## src/rtl/perf_counter_reader.sv

```systemverilog
// CSR reader for five perf counters, 64-bit extended by wrap detection, served from a freezable shadow bank.
// Response registered two cycles after the accepting cycle; holds rsp_* until rsp_ready, req_ready low while busy.
module perf_counter_reader #(
  parameter logic [11:0] CSR_LO_BASE = 12'hB00,
  parameter logic [11:0] CSR_HI_BASE = 12'hB80,
  parameter bit          USER_ALIAS  = 1'b1
) (
  input  logic        clk,
  input  logic        reset,
  input  logic [31:0] cycle_count,
  input  logic [31:0] instruction_count,
  input  logic [31:0] stall_count,
  input  logic [31:0] branch_count,
  input  logic [31:0] branch_mispredicts,
  input  logic        counters_clear,
  input  logic        freeze,
  input  logic        req_valid,
  output logic        req_ready,
  input  logic [11:0] req_addr,
  output logic        rsp_valid,
  input  logic        rsp_ready,
  output logic [31:0] rsp_data,
  output logic        rsp_err
);
  localparam int          NUM_CNT      = 5;
  localparam logic [11:0] USER_LO_BASE = 12'hC00;
  localparam logic [11:0] USER_HI_BASE = 12'hC80;

  typedef enum logic [1:0] {IDLE, LOOKUP, RESP} state_t;
  state_t state, state_nxt;

  logic [31:0]        cnt    [NUM_CNT];
  logic [31:0]        prev   [NUM_CNT];
  logic [31:0]        upper  [NUM_CNT];
  logic [63:0]        ext    [NUM_CNT];
  logic [63:0]        shadow [NUM_CNT];
  logic [NUM_CNT-1:0] wrap;
  logic [11:0]        addr_q;

  assign cnt[0] = cycle_count;
  assign cnt[1] = instruction_count;
  assign cnt[2] = stall_count;
  assign cnt[3] = branch_count;
  assign cnt[4] = branch_mispredicts;

  // The wrap term is folded in combinationally so the wrap cycle already carries.
  always_comb begin
    for (int i = 0; i < NUM_CNT; i++) begin
      wrap[i] = (prev[i] == 32'hFFFF_FFFF) && (cnt[i] == 32'd0) && !counters_clear;
      ext[i]  = {upper[i] + {31'd0, wrap[i]}, cnt[i]};
    end
  end

  always_ff @(posedge clk or negedge reset) begin
    if (!reset) begin
      for (int i = 0; i < NUM_CNT; i++) begin
        prev[i]   <= '0;
        upper[i]  <= '0;
        shadow[i] <= '0;
      end
    end else begin
      for (int i = 0; i < NUM_CNT; i++) begin
        if (counters_clear) begin
          prev[i]   <= '0;
          upper[i]  <= '0;
          shadow[i] <= '0;
        end else begin
          prev[i]  <= cnt[i];
          upper[i] <= ext[i][63:32];
          if (!freeze) shadow[i] <= ext[i];
        end
      end
    end
  end

  // Address decode against the latched CSR number; bases need not be 32-aligned.
  logic [11:0] lo_off, hi_off, ulo_off, uhi_off;
  logic        in_range, sel_hi, hit, lk_err;
  logic [4:0]  off;
  logic [63:0] sel;
  logic [31:0] lk_data;

  always_comb begin
    lo_off   = addr_q - CSR_LO_BASE;
    hi_off   = addr_q - CSR_HI_BASE;
    ulo_off  = addr_q - USER_LO_BASE;
    uhi_off  = addr_q - USER_HI_BASE;
    in_range = 1'b0;
    sel_hi   = 1'b0;
    off      = '0;
    if (lo_off < 12'd32) begin
      in_range = 1'b1;
      off      = lo_off[4:0];
    end else if (hi_off < 12'd32) begin
      in_range = 1'b1;
      sel_hi   = 1'b1;
      off      = hi_off[4:0];
    end else if (USER_ALIAS && (ulo_off < 12'd32)) begin
      in_range = 1'b1;
      off      = ulo_off[4:0];
    end else if (USER_ALIAS && (uhi_off < 12'd32)) begin
      in_range = 1'b1;
      sel_hi   = 1'b1;
      off      = uhi_off[4:0];
    end
    hit = in_range;
    sel = '0;
    case (off)
      5'd0:    sel = shadow[0];
      5'd2:    sel = shadow[1];
      5'd3:    sel = shadow[2];
      5'd4:    sel = shadow[3];
      5'd5:    sel = shadow[4];
      default: hit = 1'b0;
    endcase
    lk_err  = !hit;
    lk_data = !hit ? 32'd0 : (sel_hi ? sel[63:32] : sel[31:0]);
  end

  always_comb begin
    state_nxt = state;
    req_ready = 1'b0;
    rsp_valid = 1'b0;
    case (state)
      IDLE: begin
        req_ready = 1'b1;
        if (req_valid) state_nxt = LOOKUP;
      end
      LOOKUP: state_nxt = RESP;
      RESP: begin
        rsp_valid = 1'b1;
        if (rsp_ready) state_nxt = IDLE;
      end
      default: state_nxt = IDLE;
    endcase
  end

  always_ff @(posedge clk or negedge reset) begin
    if (!reset) begin
      state    <= IDLE;
      addr_q   <= '0;
      rsp_data <= '0;
      rsp_err  <= 1'b0;
    end else begin
      state <= state_nxt;
      if (state == IDLE && req_valid) addr_q <= req_addr;
      if (state == LOOKUP) begin
        rsp_data <= lk_data;
        rsp_err  <= lk_err;
      end else if (state == RESP && rsp_ready) begin
        rsp_data <= '0;
        rsp_err  <= 1'b0;
      end
    end
  end
endmodule

```

## config.mk

```make
export PLATFORM = sky130hd
export DESIGN_NAME = perf_counter_reader
export DESIGN_NICKNAME = d
export VERILOG_FILES = /design/src/rtl/perf_counter_reader.sv
export SDC_FILE = /design/constraint.sdc
export NUM_CORES = 1
export LEC_CHECK = 0
export BUFFER_PORTS_ARGS = -buffer_cell sky130_fd_sc_hd__buf_2
export CORE_MARGIN = 4
export CORE_UTILIZATION = 55
export DETAILED_ROUTE_END_ITERATION = 8
export PLACE_DENSITY_LB_ADDON = 0.08
export SLEW_MARGIN = 10
export SYNTH_ARGS = -nofsm -noshare
export SYNTH_HDL_FRONTEND = slang
export SYNTH_SLANG_ARGS = --single-unit
```

## constraint.sdc

```tcl
create_clock -name clk -period 5.3 [get_ports clk]
set_input_delay 1.06 -clock clk [delete_from_list [all_inputs] [get_ports clk]]
set_output_delay 1.06 -clock clk [all_outputs]
set_load 0.05 [all_outputs]
```

Yosys cells after proc, flatten, opt, wreduce, memory -nomap -nowiden:

Cells that the tools add are included.

* memories kept: 0
* register bits after elaboration: 687
* latch bits: 0
* memory bits (read-only): 0
* input bits: 178
* memory bits (writable): 0
* word-level logic and storage cells: 114

* $lt $le $gt $ge: 4
* add/subtract/negate cells: 9
* shifts and indexed selects: 0
* mux-type cells: 44
* reduce and logical (&&, ||, !) cells: 24
* divide/modulo/power cells: 0
* $mul: 0
* equality and inequality tests: 14
* bitwise operators: 0

Operators with widths (number)
* 64-bit two-way mux: 10
* 32-bit two-way mux: 14
* 64-bit case mux with 5 select lines: 1
* 32-bit by 1-bit adder with 32-bit output: 5
* 32-bit equality test, second input constant: 5
* 32-bit zero test: 5
* 12-bit by 6-bit < comparator with 1-bit output, second input constant: 4
* 12-bit subtractor, second input constant: 4
* 5-bit two-way mux: 4
* 1-bit logical AND: 12
* 1-bit two-way mux: 12
* 5-bit by 2-bit equality test with 1-bit output, second input constant: 2
* 5-bit by 3-bit equality test with 1-bit output, second input constant: 2
* 2-bit inequality test, second input constant: 3
* 2-bit case mux with 3 select lines: 1
* 5-bit zero test: 1
* 5-bit OR reduction: 1
* 2-bit two-way mux: 2
* 2-bit by 1-bit equality test with 1-bit output, second input constant: 1
* 2-bit equality test, second input constant: 1
* 1-bit zero test: 2
* 2-bit zero test: 1
* 2-bit AND reduction: 1
* 2-bit nonzero test: 1

Logic depth before layout (Yosys ltp):

Gate-level depths: netlist of the first run.

* word-level depth: 11
* depth in mapped cells: 14

Worst setup path after synthesis of the first run:

No wires, ideal clock.

* kind: input -> register
* start point: in instruction_count[24]
* end point: reg shadow[240] in the netlist's numbering
* data required time: 5.206 ns
* cell stages on the path: 13
* arrival time: 3.844 ns
* slack: 1.362 ns
* path buffers: 1
* cell sequence: or4b_1 -> nor4_1 -> nand4_1 -> or4_1 -> nor4_2 -> ha_1 -> ha_1 -> and4_1 -> clkbuf_1 -> nand4_1 -> nor2_1 -> xnor2_1 -> a211oi_1

* word-level cells in the longest chain between the ends: 6

RTL lines
* from (decl): RTL line 11 `input logic [31:0] instruction_count,`
* 32-bit zero test: RTL line 49 `wrap[i] = (prev[i] == 32'hFFFF_FFFF) && (cnt[i] == 32'd0) && !counters_clear;`
* 1-bit logical AND (2 in series): RTL line 49
* 32-bit by 1-bit adder with 32-bit output: RTL line 50 `ext[i] = {upper[i] + {31'd0, wrap[i]}, cnt[i]};`
* 64-bit two-way mux: RTL line 70 `if (!freeze) shadow[i] <= ext[i];`
* 64-bit two-way mux: RTL line 63 `if (counters_clear) begin`
* to (signal, indexed assignment): RTL line 70
* to (decl): RTL line 36 `logic [63:0] shadow [NUM_CNT];`

No other way between the ends. The select of a mux whose other input is x is not followed.
A chain may end at the register's enable or synchronous reset.

Final worst setup path of the first run:

Ends and elaborated chain as after synthesis.

==> results of run 1 <==
cells by family (layout without fill, tap and decap cells):
| kind of cell | Yosys count | count (layout) |
|---|---|---|
| AOI/OAI and AO/OA | 354 | 354 |
| xor gates and xnor gates | 151 | 151 |
| adders and majority gates | 12 | 12 |
| buffers and inverters | 219 | 395 |
| DFF | 687 | 687 |
| muxes | 308 | 308 |
| and+or+nand+nor | 1113 | 1113 |
power breakdown:
group          switching [W]  internal, W  total [W]
logic                0.00116     0.000645    0.00181
clock network        0.00206      0.00314    0.00521
registers           0.000245      0.00547    0.00572
total                0.00347      0.00926     0.0127
cell usage after synthesis, drive strengths merged, types with 10 or more instances:
master,count
inv,22
nor3,43
o22a,32
nand3,72
nand4,70
a211o,32
dfrtp,687
and4,27
o22ai,32
buf,43
mux2,10
ha,12
a21oi,38
a211oi,110
nor4,81
nand3b,43
o211ai,32
clkbuf,154
nor2,465
nand2,94
o31ai,40
xor2,37
xnor2,114
nor2b,172
mux2i,298
o21ai,34
flip-flops by register name (all words and copies together) (netlist names):
signal    flops
shadow      320
rsp_err       1
upper       160
addr_q       12
rsp_data     32
prev        160
state         2
cell usage in the layout (no fill, tap or decap), types with 66 or more instances in the layout:
cell type	Yosys	routed
nor2b_1	172	172
nand2_1	94	93
buf_2	27	209
nand4_1	66	66
nor2_1	465	465
mux2i_1	298	298
clkbuf_16	0	77
a211oi_1	109	109
nand3_1	72	72
dfrtp_1	687	686
nor4_1	75	75
xnor2_1	114	114
layout make-up:
class / instances / area [sq um]
multi-input combinational: 1938 / 12830
clock inverter: 10 / 157.7
inverter: 22 / 87.58
fill: 4522 / 20380
timing repair buffer: 245 / 1439
tap: 748 / 935.9
clock buffer: 118 / 2291
sequential: 687 / 17200
path summary, 6_finish.rpt:
path                                     startpoint                  endpoint  cells after the start
hold reg to reg            rsp_data[14]$_DFFE_PN0P_  rsp_data[14]$_DFFE_PN0P_                      2
min in group clk           rsp_data[14]$_DFFE_PN0P_  rsp_data[14]$_DFFE_PN0P_                      2
setup / recovery              instruction_count[24]   shadow[240]$_DFFE_PN0P_                     13
max in group asynchronous                     reset      upper[142]$_DFF_PN0_                      2
setup reg to reg                prev[100]$_DFF_PN0_   shadow[240]$_DFFE_PN0P_                     12
hold / removal                                reset        prev[78]$_DFF_PN0_                      1
metrics by stage:
stage / utilization [%] / std cells / hold slack, ns
final: 63.16 / 3768 / 0.4715
after global routing: 63.16 / 3768 / 0.5213
after CTS: 63.16 / 3768 / 0.4945
after detailed placement: 58.73 / 3640 / 0.4814
after global placement: 58.73 / 3640 / 0.4760
after floorplan: - / 2844 / 0.4775
routing by layer:
layer	up-vias	global-route usage [%]
li1	10270	-
met1	11200	38.94
met2	563	46.58
met3	148	3.911
met4	0	10.10
met5	-	0
==> flow_summary_export.csv, run 1 <==
group,metric,value,unit
logic_synthesis,ys_seq_area_share,55.72,%
routing,route.met3.wl,4016,um
routing,dr_wl_met2,41620,um
worst_hold_path,holdCritPathClass,"in -> async",
setup_path,cp_top_family,"simple AND/OR/NAND/NOR gates",
setup_path,critical_path.cell_chain,"buf_2 > or4b_1 > nor4_1 > nand4_1 > or4_1 > nor4_2 > ha_1 > ha_1 > and4_1 > nand4_1 > nor2_1 > xnor2_1 > a211oi_1",
cells_and_area,drive_gt1_share,12.78,%
floorplan,die_w,244.8,um
pwr,p_total,0.01274,W
cts,post_cts_buffers,0,
setup_path,critPathLaunchType,"primary input",
placed_design,hpwl,58850,um
floorplan,die_area,59950,sq um
setup_path,cp.required,5.79,ns
sta,setup_viol,0,
logic_synthesis,synth_area_leaders,"dfrtp_1 56%, mux2i_1 9.7%, nor2_1 5.7%",
logic_synthesis,syn_area,30850,sq um
cts,cts.sinks,687,
routing,via_per_inst,5.887,
logic_synthesis,synth-edff-count,0,
logic_synthesis,synthAdderAreaFrac,0.4867,%
logic_synthesis,muxShareOfSynthArea,10.03,%
sta,setup-tns-final,0,ns
cells_and_area,area_growth,13.23,%
sta,worst_pin_slew,1.072,ns
sta,slew_viol_final,0,
placed_design,place_worst_setup_slack,0.5752,ns
pwr,cellLeakagePower,15.63,nW
logic_synthesis,synth_ff_type,"dfrtp_1",
floorplan,start_util,55.78,%
logic_synthesis,synth_compound_area_share,8.180,%
setup_path,path_buf_inv,1,
sta,finalCriticalPeriod,4.231,ns
cells_and_area,design_area,34930,sq um
placed_design,placed_area,32480,sq um
global_routing,grt_max_degree,218,
logic_synthesis,synth.avg_cell_area,10.85,sq um
logic_synthesis,syn_inst,2844,
placed_design,io_buffer_count,212,
cts,clockBufferDepth,3,
global_routing,grt_first_pass_wirelength,132000,um
global_routing,antenna_found_initial,1,
pwr,powerDensity,364.6,nW/um^2
cells_and_area,n_antenna_cell,0,
routing,wl_per_cell,22.54,um
logic_synthesis,yosys_warnings,0,
cts,cts_hold_buf,0,
global_routing,grt_overflow_total,0,
sta,fmax,236.4,MHz
run_status,status,"complete, no violations",
flow_run,drv_cap,0,
cts,htreeDepth,3,
routing,routed.top_layer,"met4",
sta,rsz0062_at_grt,"no",
global_routing,grt_pass1_vias,21910,
sta,min_period_over_period,79.83,%
routing,ant_nets,0,
logic_synthesis,synth_top_family_by_area,"simple AND/OR/NAND/NOR gates",
routing,first_iter_violations,1858,
cts,clkLatencyLatePin,0.62,ns
setup_path,crit_arrival,4.72,ns
placed_design,place.gp.congestion,0.8890,
cells_and_area,nets,3157,
global_routing,grtUsageTotal,28.31,%
routing,first_pass_iters,5,
sta,hold_viol,0,
cts,post_cts_resized,0,
logic_synthesis,netlist.area_leader.share,55.72,%
routing,routed_wl,84920,um
sta,skew,0.01953,ns
setup_path,crit_path_max_incr_delay,0.52,ns
cts,cts_root_buf,"clkbuf_16",
logic_synthesis,synth_simple_gate_area_share,18.48,%
logic_synthesis,synth_nets,3034,
cts,clkTransAtPathRegs,0.05,ns
floorplan,io_pins,213,
floorplan,fp.dieH,244.8,um
logic_synthesis,async_flop_share,100.0,%
setup_path,crit_path_top_delay_cell,"or4b_1",
setup_path,cp_max_fo,7,
floorplan,num_rows,86,
setup_path,reg2reg_slack,1.39,ns
cts,cts_inserted_buffers,73,
cts,tritoncts,"yes",
routing,drc,0,
sta,setup_slack,1.069,ns
pwr,ir_drop,0.3412,mV
routing,vias,22180,
logic_synthesis,synth_xor_area_share,4.287,%
logic_synthesis,yosysTopAreaCell,"dfrtp_1",
logic_synthesis,ys_seq_elements,687,
logic_synthesis,synth.distinct_cells,55,
sta,slew_headroom,28.52,%
setup_path,worstSetupPathType,"in -> reg",
routing,wl_met1,36090,um
setup_path,endpoint_kind,"flip-flop",
floorplan,core_area,55310,sq um
Note: power is estimated with default switching activity, not from simulation.
==> run 2: changes to the inputs <==
Clock period 5.3 ns to 3.44 ns, I/O delays scaled along.
==> run 2 against run 1 <==
Compared with the run above:
- combinational power increased by 69%
- cell area increased by 5.0%
- global-route usage increased by 0.75 points
- largest cell class unchanged
- total power increased by 53%
- highest routed layer is now met5
- register-to-register slack got worse by 1.2 ns
- die area unchanged
- clock skew decreased by 0.0022 ns
- utilization increased by 3.1 points
- largest power group unchanged
==> flow_summary_export.csv, run 2 (synthesis gave the netlist of run 1 again) <==
group,metric,value,unit
run_status,status,"complete, no violations",
cts,htreeDepth,3,
setup_path,cp_max_fo,4,
routing,via_per_inst,5.866,
setup_path,r2r_end,"shadow[254]$_DFFE_PN0P_",
sta,rsz0062_at_grt,"yes",
placed_design,placed_area,34130,sq um
sta,hold_viol,0,
sta,slew_headroom,31.14,%
global_routing,grt_pass1_vias,23320,
sta,setup_viol,0,
floorplan,fp.dieH,244.8,um
routing,first_pass_iters,5,
sta,fmax,300.9,MHz
setup_path,critPathLaunchType,"primary input",
setup_path,endpoint_kind,"flip-flop",
sta,slew_viol_final,0,
cts,clkTransAtPathRegs,0.06,ns
setup_path,worstRegToRegCells,14,
sta,min_period_over_period,96.61,%
cells_and_area,nets,3353,
floorplan,core_area,55310,sq um
cts,cts_inserted_buffers,72,
setup_path,crit_path_max_incr_delay,0.36,ns
cells_and_area,largest_register_ffs,320,
pwr,p_int,0.01409,W
cts,cts_root_buf,"clkbuf_16",
cts,tritoncts,"yes",
sta,finalCriticalPeriod,3.323,ns
setup_path,cp.depth,17,
global_routing,grt_overflow_total,0,
global_routing,grtUsageTotal,29.06,%
pwr,p_clk_share,39.0,%
cts,cts.sinks,687,
floorplan,start_util,55.78,%
pwr,p_comb_share,15.7,%
cells_and_area,drive_gt1_share,19.10,%
cells_and_area,area_growth,18.85,%
global_routing,grt_max_degree,240,
routing,drc,0,
setup_path,cp.required,3.92,ns
setup_path,path_common_cell,"buf_4",
sta,skew,0.01730,ns
floorplan,die_w,244.8,um
pwr,ir_drop,0.4708,mV
placed_design,place.gp.congestion,0.8932,
cts,clockBufferDepth,3,
setup_path,reg2reg_slack,0.15,ns
pwr,swShare,27.58,%
cts,clkLatencyLatePin,0.60,ns
flow_run,drv_cap,0,
cells_and_area,design_area,36670,sq um
worst_hold_path,holdCritPathClass,"in -> async",
setup_path,crit_arrival,3.81,ns
setup_path,path_buf_inv,6,
floorplan,num_rows,86,
setup_path,critical_path.cell_chain,"buf_2 > nor4_1 > nand4_1 > nor4_2 > buf_4 > nand2_1 > nor4_4 > buf_4 > ha_2 > buf_4 > nand2_1 > buf_4 > nor4_2 > buf_4 > nand4_1 > xor2_1 > a211oi_1",
cells_and_area,top_register,"shadow",
setup_path,crit_path_top_delay_cell,"nor4_2",
global_routing,antenna_found_initial,1,
routing,vias,23250,
floorplan,die_area,59950,sq um
pwr,switchingPower,0.005367,W
pwr,seqPwrFrac,45.3,%
cells_and_area,final_cell_mix,"686 x dfrtp_1, 463 x nor2_1, 298 x mux2i_1, 209 x buf_2, 208 x buf_4",
global_routing,grt_first_pass_wirelength,135800,um
placed_design,io_buffer_count,212,
setup_path,rr_startpoint,"prev[100]$_DFF_PN0_",
placed_design,hpwl,61960,um
cells_and_area,mostFrequentLayoutCell,"dfrtp_1",
routing,first_iter_violations,1833,
cells_and_area,largest_registers,"shadow (320), prev (160), upper (160)",
routing,routed_wl,87340,um
pwr,cellLeakagePower,16.66,nW
routing,ant_nets,0,
setup_path,worstSetupPathType,"in -> reg",
cells_and_area,finish.utilization,66.30,%
pwr,powerDensity,530.7,nW/um^2
routing,wl_per_cell,22.04,um
setup_path,cp_top_family,"simple AND/OR/NAND/NOR gates",
sta,worst_pin_slew,1.033,ns
floorplan,io_pins,213,
## run 2: what timing repair did
| item | in CTS | in global routing |
|---|---|---|
| setup endpoints to repair | 1 | 104 |
| hold buffers | 0 | 0 |
| buffers inserted | 0 | 1 |
| pin swaps | 0 | 11 |
| gates resized for setup | 1 | 42 |
| gates cloned | 0 | 0 |
## run 2: layout make-up
type	count	area, sq um
Multi-Input combinational cell	1938	13090
Antenna cell	1	2.502
Clock buffer	110	2126
Clock inverter	15	150.1
Tap cell	748	935.9
Sequential cell	687	17200
Timing Repair Buffer	442	3084
Inverter	22	87.58
Fill cell	4355	18640
## run 2: worst max-delay path by stage
stage                      startpoint                      end
3_3_place_gp           counters_clear   shadow[45]$_DFFE_PN0P_
2_1_floorplan   instruction_count[21]  shadow[240]$_DFFE_PN0P_
5_1_grt           prev[100]$_DFF_PN0_  shadow[252]$_DFFE_PN0P_
4_1_cts           prev[100]$_DFF_PN0_  shadow[236]$_DFFE_PN0P_
6_report       branch_mispredicts[30]   shadow[45]$_DFFE_PN0P_
3_5_place_dp   branch_mispredicts[29]   shadow[45]$_DFFE_PN0P_
## run 2: per-layer routing
metal / up-vias / global-route usage (%) / wire length, um
li1: 10670 / - / -
met1: 11720 / 39.77 / 37200
met2: 672 / 45.86 / 40800
met3: 185 / 4.971 / 4779
met4: 2 / 13.36 / 4558
met5: - / 0 / 7
## run 2: power by group through the flow
stage / registers, W / logic (W) / clock network, W
global route: 0.00886 / 0.00325 / 0.00808
global placement: 0.00894 / 0.00299 / 0
CTS: 0.00881 / 0.00306 / 0.00771
detailed placement: 0.00896 / 0.00304 / 0
floorplan: 0.00875 / 0.00187 / 0
finish: 0.00881 / 0.00306 / 0.00758
## run 2: through the flow
stage               setup slack [ns]  TNS [ns]  cells  total power, W  hold slack [ns]
floorplan                   0.006992         0   2844         0.01062           0.3924
global placement             -0.5141    -73.38   3836         0.01193           0.4753
detailed placement           -0.5730    -80.17   3836         0.01200           0.4930
CTS                          0.01865         0   3961         0.01959          0.09506
global route                -0.07218  -0.09890   3962         0.02019           0.1086
finish                        0.1167         0   3963         0.01946          0.08520
